`config.mk`:
```
export PLATFORM = sky130hd
export DESIGN_NAME = radar_video_capture
export DESIGN_NICKNAME = d
export VERILOG_FILES = /design/src/rtl/radar_video_capture.sv
export SDC_FILE = /design/constraint.sdc
export NUM_CORES = 1
export LEC_CHECK = 0
export CORE_MARGIN = 1
export CORE_UTILIZATION = 55
export DETAILED_ROUTE_END_ITERATION = 16
export PLACE_DENSITY_LB_ADDON = 0.1
export SYNTH_ARGS = -nofsm -noshare
export SYNTH_HDL_FRONTEND = slang
export SYNTH_SLANG_ARGS = --single-unit
export TNS_END_PERCENT = 20
```
`constraint.sdc`:
```
create_clock -name clk -period 3.8 [get_ports clk]
set_input_delay 1.14 -clock clk [delete_from_list [all_inputs] [get_ports clk]]
set_output_delay 1.14 -clock clk [all_outputs]
set_load 0.03 [all_outputs]
```
`src/rtl/radar_video_capture.sv`:
```
// Radar sweep receiver: azimuth tracking from ARP/ACP and range-bin slicing into a tagged
// valid/ready stream. Define RVC_PEAK_DETECT_EN for per-bin peak detect instead of decimation.
module radar_video_capture #(
  parameter int unsigned VIDEO_W     = 12,
  parameter int unsigned AZ_W        = 12,
  parameter int unsigned ACP_PER_REV = 4096,
  parameter int unsigned RNG_W       = 10,
  parameter int unsigned RANGE_BINS  = 1024,
  parameter int unsigned DECIM       = 1,
  parameter int unsigned FIFO_DEPTH  = 16
) (
  input  logic               clk,
  input  logic               rst,
  input  logic               arp,
  input  logic               acp,
  input  logic               trig,
  input  logic [VIDEO_W-1:0] video,
  output logic               out_valid,
  input  logic               out_ready,
  output logic [VIDEO_W-1:0] out_data,
  output logic [RNG_W-1:0]   out_range,
  output logic [AZ_W-1:0]    out_az,
  output logic               out_sol,
  output logic               out_eol,
  output logic               az_locked,
  output logic               acp_err,
  output logic               ovf
);

  localparam int unsigned SUB_W = (DECIM > 1) ? $clog2(DECIM) : 1;
  localparam int unsigned PTR_W = (FIFO_DEPTH > 1) ? $clog2(FIFO_DEPTH) : 1;
  localparam int unsigned CNT_W = PTR_W + 1;
  localparam int unsigned ENT_W = VIDEO_W + RNG_W + AZ_W;
  localparam logic [AZ_W-1:0]  AZ_LAST  = AZ_W'(ACP_PER_REV - 1);
  localparam logic [RNG_W-1:0] BIN_LAST = RNG_W'(RANGE_BINS - 1);
  localparam logic [SUB_W-1:0] SUB_LAST = SUB_W'(DECIM - 1);
  localparam logic [CNT_W-1:0] CNT_FULL = CNT_W'(FIFO_DEPTH);

  typedef enum logic {IDLE, CAPTURE} state_t;

  logic [2:0]         arp_sr, acp_sr, trig_sr;
  logic [VIDEO_W-1:0] video_d1, video_d2, video_d3;
  logic               arp_rise, acp_rise, trig_rise;

  always_ff @(posedge clk or negedge rst) begin
    if (!rst) begin
      arp_sr   <= '0;
      acp_sr   <= '0;
      trig_sr  <= '0;
      video_d1 <= '0;
      video_d2 <= '0;
      video_d3 <= '0;
    end else begin
      arp_sr   <= {arp_sr[1:0], arp};
      acp_sr   <= {acp_sr[1:0], acp};
      trig_sr  <= {trig_sr[1:0], trig};
      video_d1 <= video;
      video_d2 <= video_d1;
      video_d3 <= video_d2;
    end
  end

  assign arp_rise  = arp_sr[1]  & ~arp_sr[2];
  assign acp_rise  = acp_sr[1]  & ~acp_sr[2];
  assign trig_rise = trig_sr[1] & ~trig_sr[2];

  // wrapped marks an ACP wrap since the last ARP so a later az==AZ_LAST cannot fake a lock
  logic [AZ_W-1:0] az;
  logic            seen_arp, wrapped;

  always_ff @(posedge clk or negedge rst) begin
    if (!rst) begin
      az        <= '0;
      seen_arp  <= 1'b0;
      wrapped   <= 1'b0;
      az_locked <= 1'b0;
      acp_err   <= 1'b0;
    end else begin
      acp_err <= 1'b0;
      if (arp_rise) begin
        az       <= '0;
        seen_arp <= 1'b1;
        wrapped  <= 1'b0;
        if (seen_arp) begin
          if (!wrapped && az == AZ_LAST) begin
            az_locked <= 1'b1;
          end else begin
            az_locked <= 1'b0;
            acp_err   <= 1'b1;
          end
        end
      end else if (acp_rise) begin
        if (az == AZ_LAST) begin
          az        <= '0;
          wrapped   <= 1'b1;
          az_locked <= 1'b0;
          acp_err   <= 1'b1;
        end else begin
          az <= az + 1'b1;
        end
      end
    end
  end

  state_t             state, state_nx;
  logic [RNG_W-1:0]   bin, bin_nx;
  logic [SUB_W-1:0]   sub, sub_nx;
  logic [AZ_W-1:0]    line_az, line_az_nx;
  logic [VIDEO_W-1:0] acc, acc_nx, bin_val;
  logic               bin_done;

  always_comb begin
    state_nx   = state;
    bin_nx     = bin;
    sub_nx     = sub;
    line_az_nx = line_az;
    acc_nx     = acc;
    bin_done   = 1'b0;
`ifdef RVC_PEAK_DETECT_EN
    bin_val = (sub == '0 || video_d3 > acc) ? video_d3 : acc;
`else
    bin_val = (sub == '0) ? video_d3 : acc;
`endif
    case (state)
      IDLE: begin
        if (trig_rise) begin
          state_nx   = CAPTURE;
          bin_nx     = '0;
          sub_nx     = '0;
          line_az_nx = az;
        end
      end
      CAPTURE: begin
        acc_nx = bin_val;
        if (sub == SUB_LAST) begin
          bin_done = 1'b1;
          sub_nx   = '0;
          bin_nx   = bin + 1'b1;
          if (bin == BIN_LAST) state_nx = IDLE;
        end else begin
          sub_nx = sub + 1'b1;
        end
      end
      default: state_nx = IDLE;
    endcase
  end

  logic               push_vld;
  logic [VIDEO_W-1:0] push_data;
  logic [RNG_W-1:0]   push_rng;
  logic [AZ_W-1:0]    push_az;

  always_ff @(posedge clk or negedge rst) begin
    if (!rst) begin
      state     <= IDLE;
      bin       <= '0;
      sub       <= '0;
      line_az   <= '0;
      acc       <= '0;
      push_vld  <= 1'b0;
      push_data <= '0;
      push_rng  <= '0;
      push_az   <= '0;
    end else begin
      state     <= state_nx;
      bin       <= bin_nx;
      sub       <= sub_nx;
      line_az   <= line_az_nx;
      acc       <= acc_nx;
      push_vld  <= bin_done;
      push_data <= bin_val;
      push_rng  <= bin;
      push_az   <= line_az;
    end
  end

  // First-word-fall-through FIFO; a pop in the same cycle frees room for a push on full
  logic [ENT_W-1:0] mem [FIFO_DEPTH];
  logic [ENT_W-1:0] rd_ent;
  logic [PTR_W-1:0] wr_ptr, rd_ptr;
  logic [CNT_W-1:0] count;
  logic             pop, full, push_ok, drop;

  assign out_valid = (count != '0);
  assign pop       = out_valid & out_ready;
  assign full      = (count == CNT_FULL);
  assign push_ok   = push_vld & (~full | pop);
  assign drop      = push_vld & full & ~pop;

  always_ff @(posedge clk) begin
    if (push_ok) mem[wr_ptr] <= {push_data, push_rng, push_az};
  end

  always_ff @(posedge clk or negedge rst) begin
    if (!rst) begin
      wr_ptr <= '0;
      rd_ptr <= '0;
      count  <= '0;
      ovf    <= 1'b0;
    end else begin
      if (push_ok) wr_ptr <= wr_ptr + 1'b1;
      if (pop)     rd_ptr <= rd_ptr + 1'b1;
      case ({push_ok, pop})
        2'b10:   count <= count + 1'b1;
        2'b01:   count <= count - 1'b1;
        default: count <= count;
      endcase
      if (drop)          ovf <= 1'b1;
      else if (arp_rise) ovf <= 1'b0;
    end
  end

  assign rd_ent    = mem[rd_ptr];
  assign out_data  = out_valid ? rd_ent[ENT_W-1 -: VIDEO_W] : '0;
  assign out_range = out_valid ? rd_ent[AZ_W +: RNG_W] : '0;
  assign out_az    = out_valid ? rd_ent[AZ_W-1:0] : '0;
  assign out_sol   = out_valid & (out_range == '0);
  assign out_eol   = out_valid & (out_range == BIN_LAST);

endmodule

```
==> metrics.yaml <==
rr_worst_depth: 9
portBuffers: 57
worst_slew_pin_slew_ns: 0.766
area_growth_pct: 19.4
clk_path_buf_depth: 3
slew_viol_final: 0
post_drt_wl_per_cell_um: 26.9
n_fill_cell: 2927
layout-drive-gt1-share_pct: 32.9
grt_max_degree: 76
drt_wl_total_mm: 53.8
clock_sinks: 677
cts_root_buffer: "clkbuf_16"
clock_skew_ns: 0.0141
r2r_end: "count[4]$_DFFE_PN0P_"
crit_chain: "buf_16 -> buf_12 -> mux4_2 -> a22oi_2 -> nand3_1 -> nor4_2 -> and4b_1 -> buf_6"
clk_pin_slew_worst_paths_ns: 0.06
start_util_pct: 55.7
power_density_mw_per_mm2: 833
synth_top_family_by_area: "multiplexers"
rsz0062_at_grt: "true"
cts.hold.buffers_added: 0
crit_family: "simple AND/OR/NAND/NOR gates"
ys_types: 51
worst-setup-path-type: "flip-flop to output port"
tritoncts: "built"
cts_max_level: 3
fin_nets: 1369
vdd_ir_drop_max_mv: 0.470
arrival_ns: 2.99
synth_mux_area_share_pct: 15.0
synthAdderAreaFrac_pct: 0.445
end_kind: "output port"
drt_first_pass_iters: 5
setup_viol: 29
drc: 0
p_leak_nw: 10.7
setup_slack_ns: -0.332
violations: "negative setup slack"
antenna_found_initial: 2
dr_total_vias: 12174
worst-path-stages: 8
cp_data_required_time_ns: 2.66
crit_path_max_incr_delay_ns: 0.52
grt_pass1_vias: 12397
min_period_over_period_pct: 109
drt.antenna.violating_nets: 0
endpoint: "out_sol"
worstSetupStartpointType: "flip-flop"
num_io_pins: 58
path_buf_inv: 3
fp.dieH_um: 216
power_mw: 25.2
row_count: 78
r2r_start: "count[1]$_DFFE_PN0P_"
first_iter_violations: 1235
cts-buffers-inserted: 67
synth-seq-cells: 677
synth_area_sq_mm: 0.0253
yosys_warnings: 0
fmax_ghz: 0.242
coreArea_sq_mm: 0.0454
fin_crit_ns: 4.13
synth-compound-area-share_pct: 1.73
max_slew_margin_pct: 48.9
hp-class: "flip-flop to flip-flop"
regToRegSetupSlack_ns: 1.27
synth_nets: 1195
avgViaCountPerCell: 6.09
die_area_sq_mm: 0.0469
grt_overflow: 0
place_ws_ns: 0.0832
grt_pass1_wl_mm: 80.0
yosys.area_share.simple_pct: 3.27
grt_usage_pct: 23.8
status: "complete, but fails checks"
synth-xor-area-share_pct: 0.623
slowest_stage: "mux4_2"
clkLatencyLatePin_ns: 0.59
critical_path.max_fanout: 7
gp_congestion: 0.802
drv_cap: 0
hpwl_mm: 30.3
crit_start: "rd_ptr[0]$_DFFE_PN0N_"
syn_area_per_cell_sq_um: 21.7
syn_inst: 1168
die_x_um: 216
ys_seq_area_share_pct: 77.7
finalHoldViolCount: 0
==> worst register-to-register path, stage by stage, from the launching register on <==
cell and delay [ns]:
dfrtp_1 0.37, buf_4 0.16, nor4_1 0.38, a211oi_1 0.23, xor2_1 0.19, ha_1 0.26
o31a_1 0.24, or4_1 0.38, o21ai_0 0.11, xnor2_1 0.14
==> Yosys cell counts, drive strengths merged <==
cell type | count | area, sq um
and3 | 4 | 25.0
nor3 | 6 | 30.0
xnor2 | 11 | 96.3
mux4 | 157 | 3540
a22o | 1 | 8.76
inv | 8 | 30.0
edfxtp | 544 | 16300
o32ai | 1 | 8.76
mux2i | 10 | 100
a21oi | 8 | 40.0
a31oi | 9 | 56.3
and4b | 1 | 10.0
ha | 9 | 113
clkbuf | 17 | 63.8
buf | 33 | 210
and4 | 2 | 17.5
a221oi | 3 | 38.8
o21ai | 17 | 88.8
and2 | 28 | 175
nand3 | 27 | 135
nor2b | 7 | 43.8
a32oi | 1 | 8.76
nand2 | 30 | 113
o31a | 1 | 8.76
a21bo | 1 | 10.0
a21o | 1 | 7.51
o21a | 1 | 7.51
or4 | 2 | 15.0
or3 | 2 | 12.5
nand4 | 11 | 68.8
dfrtp | 133 | 3330
nor4 | 4 | 25.0
xor2 | 7 | 61.3
nor2 | 30 | 113
a32o | 1 | 10.0
o31ai | 3 | 22.5
o211ai | 4 | 30.0
or2 | 1 | 6.26
mux2 | 14 | 158
nand2b | 6 | 37.5
o22ai | 1 | 6.26
a211oi | 2 | 15.0
a22oi | 8 | 60.1
o41ai | 1 | 8.76
==> per-stage QoR <==
step | util (%) | setup TNS (ns) | cells | area [sq um] | hold WS (ns)
3_5_place_dp | 60.3 | 0 | 1849 | 27400 | 0.335
4_1_cts | 66.3 | -6.30 | 1993 | 30100 | 0.349
3_3_place_gp | 60.3 | 0 | 1849 | 27400 | 0.332
2_1_floorplan | - | -73.35 | 1168 | 25300 | 0.331
5_1_grt | 66.5 | -7.78 | 1997 | 30200 | 0.353
6_report | 66.5 | -5.42 | 1998 | 30200 | 0.346
==> worst min-delay path by stage <==
stage	from	endpoint	slack, ns	cells after the start
after floorplan	acp_sr[0]$_DFF_PN0_	acp_sr[1]$_DFF_PN0_	0.33	0
after global placement	video_d2[2]$_DFF_PN0_	video_d3[2]$_DFF_PN0_	0.33	0
after detailed placement	video_d3[8]$_DFF_PN0_	push_data[8]$_DFF_PN0_	0.33	0
after CTS	video_d3[8]$_DFF_PN0_	push_data[8]$_DFF_PN0_	0.35	0
after global routing	video_d3[6]$_DFF_PN0_	push_data[6]$_DFF_PN0_	0.35	0
final	video_d2[9]$_DFF_PN0_	video_d3[9]$_DFF_PN0_	0.35	0
==> cells by family (layout without fill, tap and decap cells) <==
family,Yosys count,count (layout)
fa+ha+maj,9,9
compound gates,64,64
simple gates,161,161
other cells,0,1
mux,181,181
flops,677,677
xor+xnor,18,18
buf+inv,58,287
==> flip-flops by register name (all words and copies together) (netlist names), 10 cells and up <==
register,count
push_data,12
push_rng,10
mem,544
az,12
bin,10
push_az,12
line_az,12
video_d2,12
video_d1,12
video_d3,12
==> metal layers <==
layer  routed length [um]  track usage [%]  vias to the layer above
met5                   13                0                        -
met2                25800             36.3                      464
met4                  984             6.88                        2
li1                     -                -                     5139
met3                 3800             4.34                       75
met1                23200             35.8                     6494
==> layout make-up <==
type,instances,area [sq um],area share (%)
tap,600,751,2.49
inverter,8,30.0,0.0994
clock buffer,101,2020,6.69
timing repair buffer,155,1910,6.33
antenna,1,2.50,0.00829
sequential,677,19700,65.2
multi-input combinational,433,5590,18.5
clock inverter,23,220,0.729
==> report_power, final <==
part           leakage (nW)  internal (mW)  total, mW  switching, mW
logic                  2.76           4.23       8.68           4.44
registers              6.80           9.30       9.87          0.573
clock network          1.10           3.90       6.60           2.70
==> layout by cell type (no fill, tap or decap), types with 8 or more instances in the layout <==
cell type,count
buf_4,70
nor2_4,12
nand2_1,30
buf_6,11
clkinv_2,9
buf_12,30
o21ai_0,14
clkbuf_1,18
xnor2_1,11
mux4_2,157
mux2_2,14
clkbuf_8,11
mux2i_1,10
clkdlybuf4s50_1,19
nor2_1,18
nand3_1,21
a21oi_1,8
clkdlybuf4s15_2,8
nand4_1,11
edfxtp_1,544
and2_4,10
ha_1,9
clkbuf_16,72
dfrtp_1,130
and2_1,18
buf_16,10
==> timing repair <==
| item | CTS | global route |
|---|---|---|
| endpoints found under the hold margin | 0 | 0 |
| buffers inserted | 12 | 4 |
| resized for setup | 81 | 17 |
| endpoints found under the setup margin | 34 | 32 |
| gates cloned | 8 | 0 |
| pin swaps | 12 | 8 |
No activity file was read; power rests on OpenSTA's default activity.
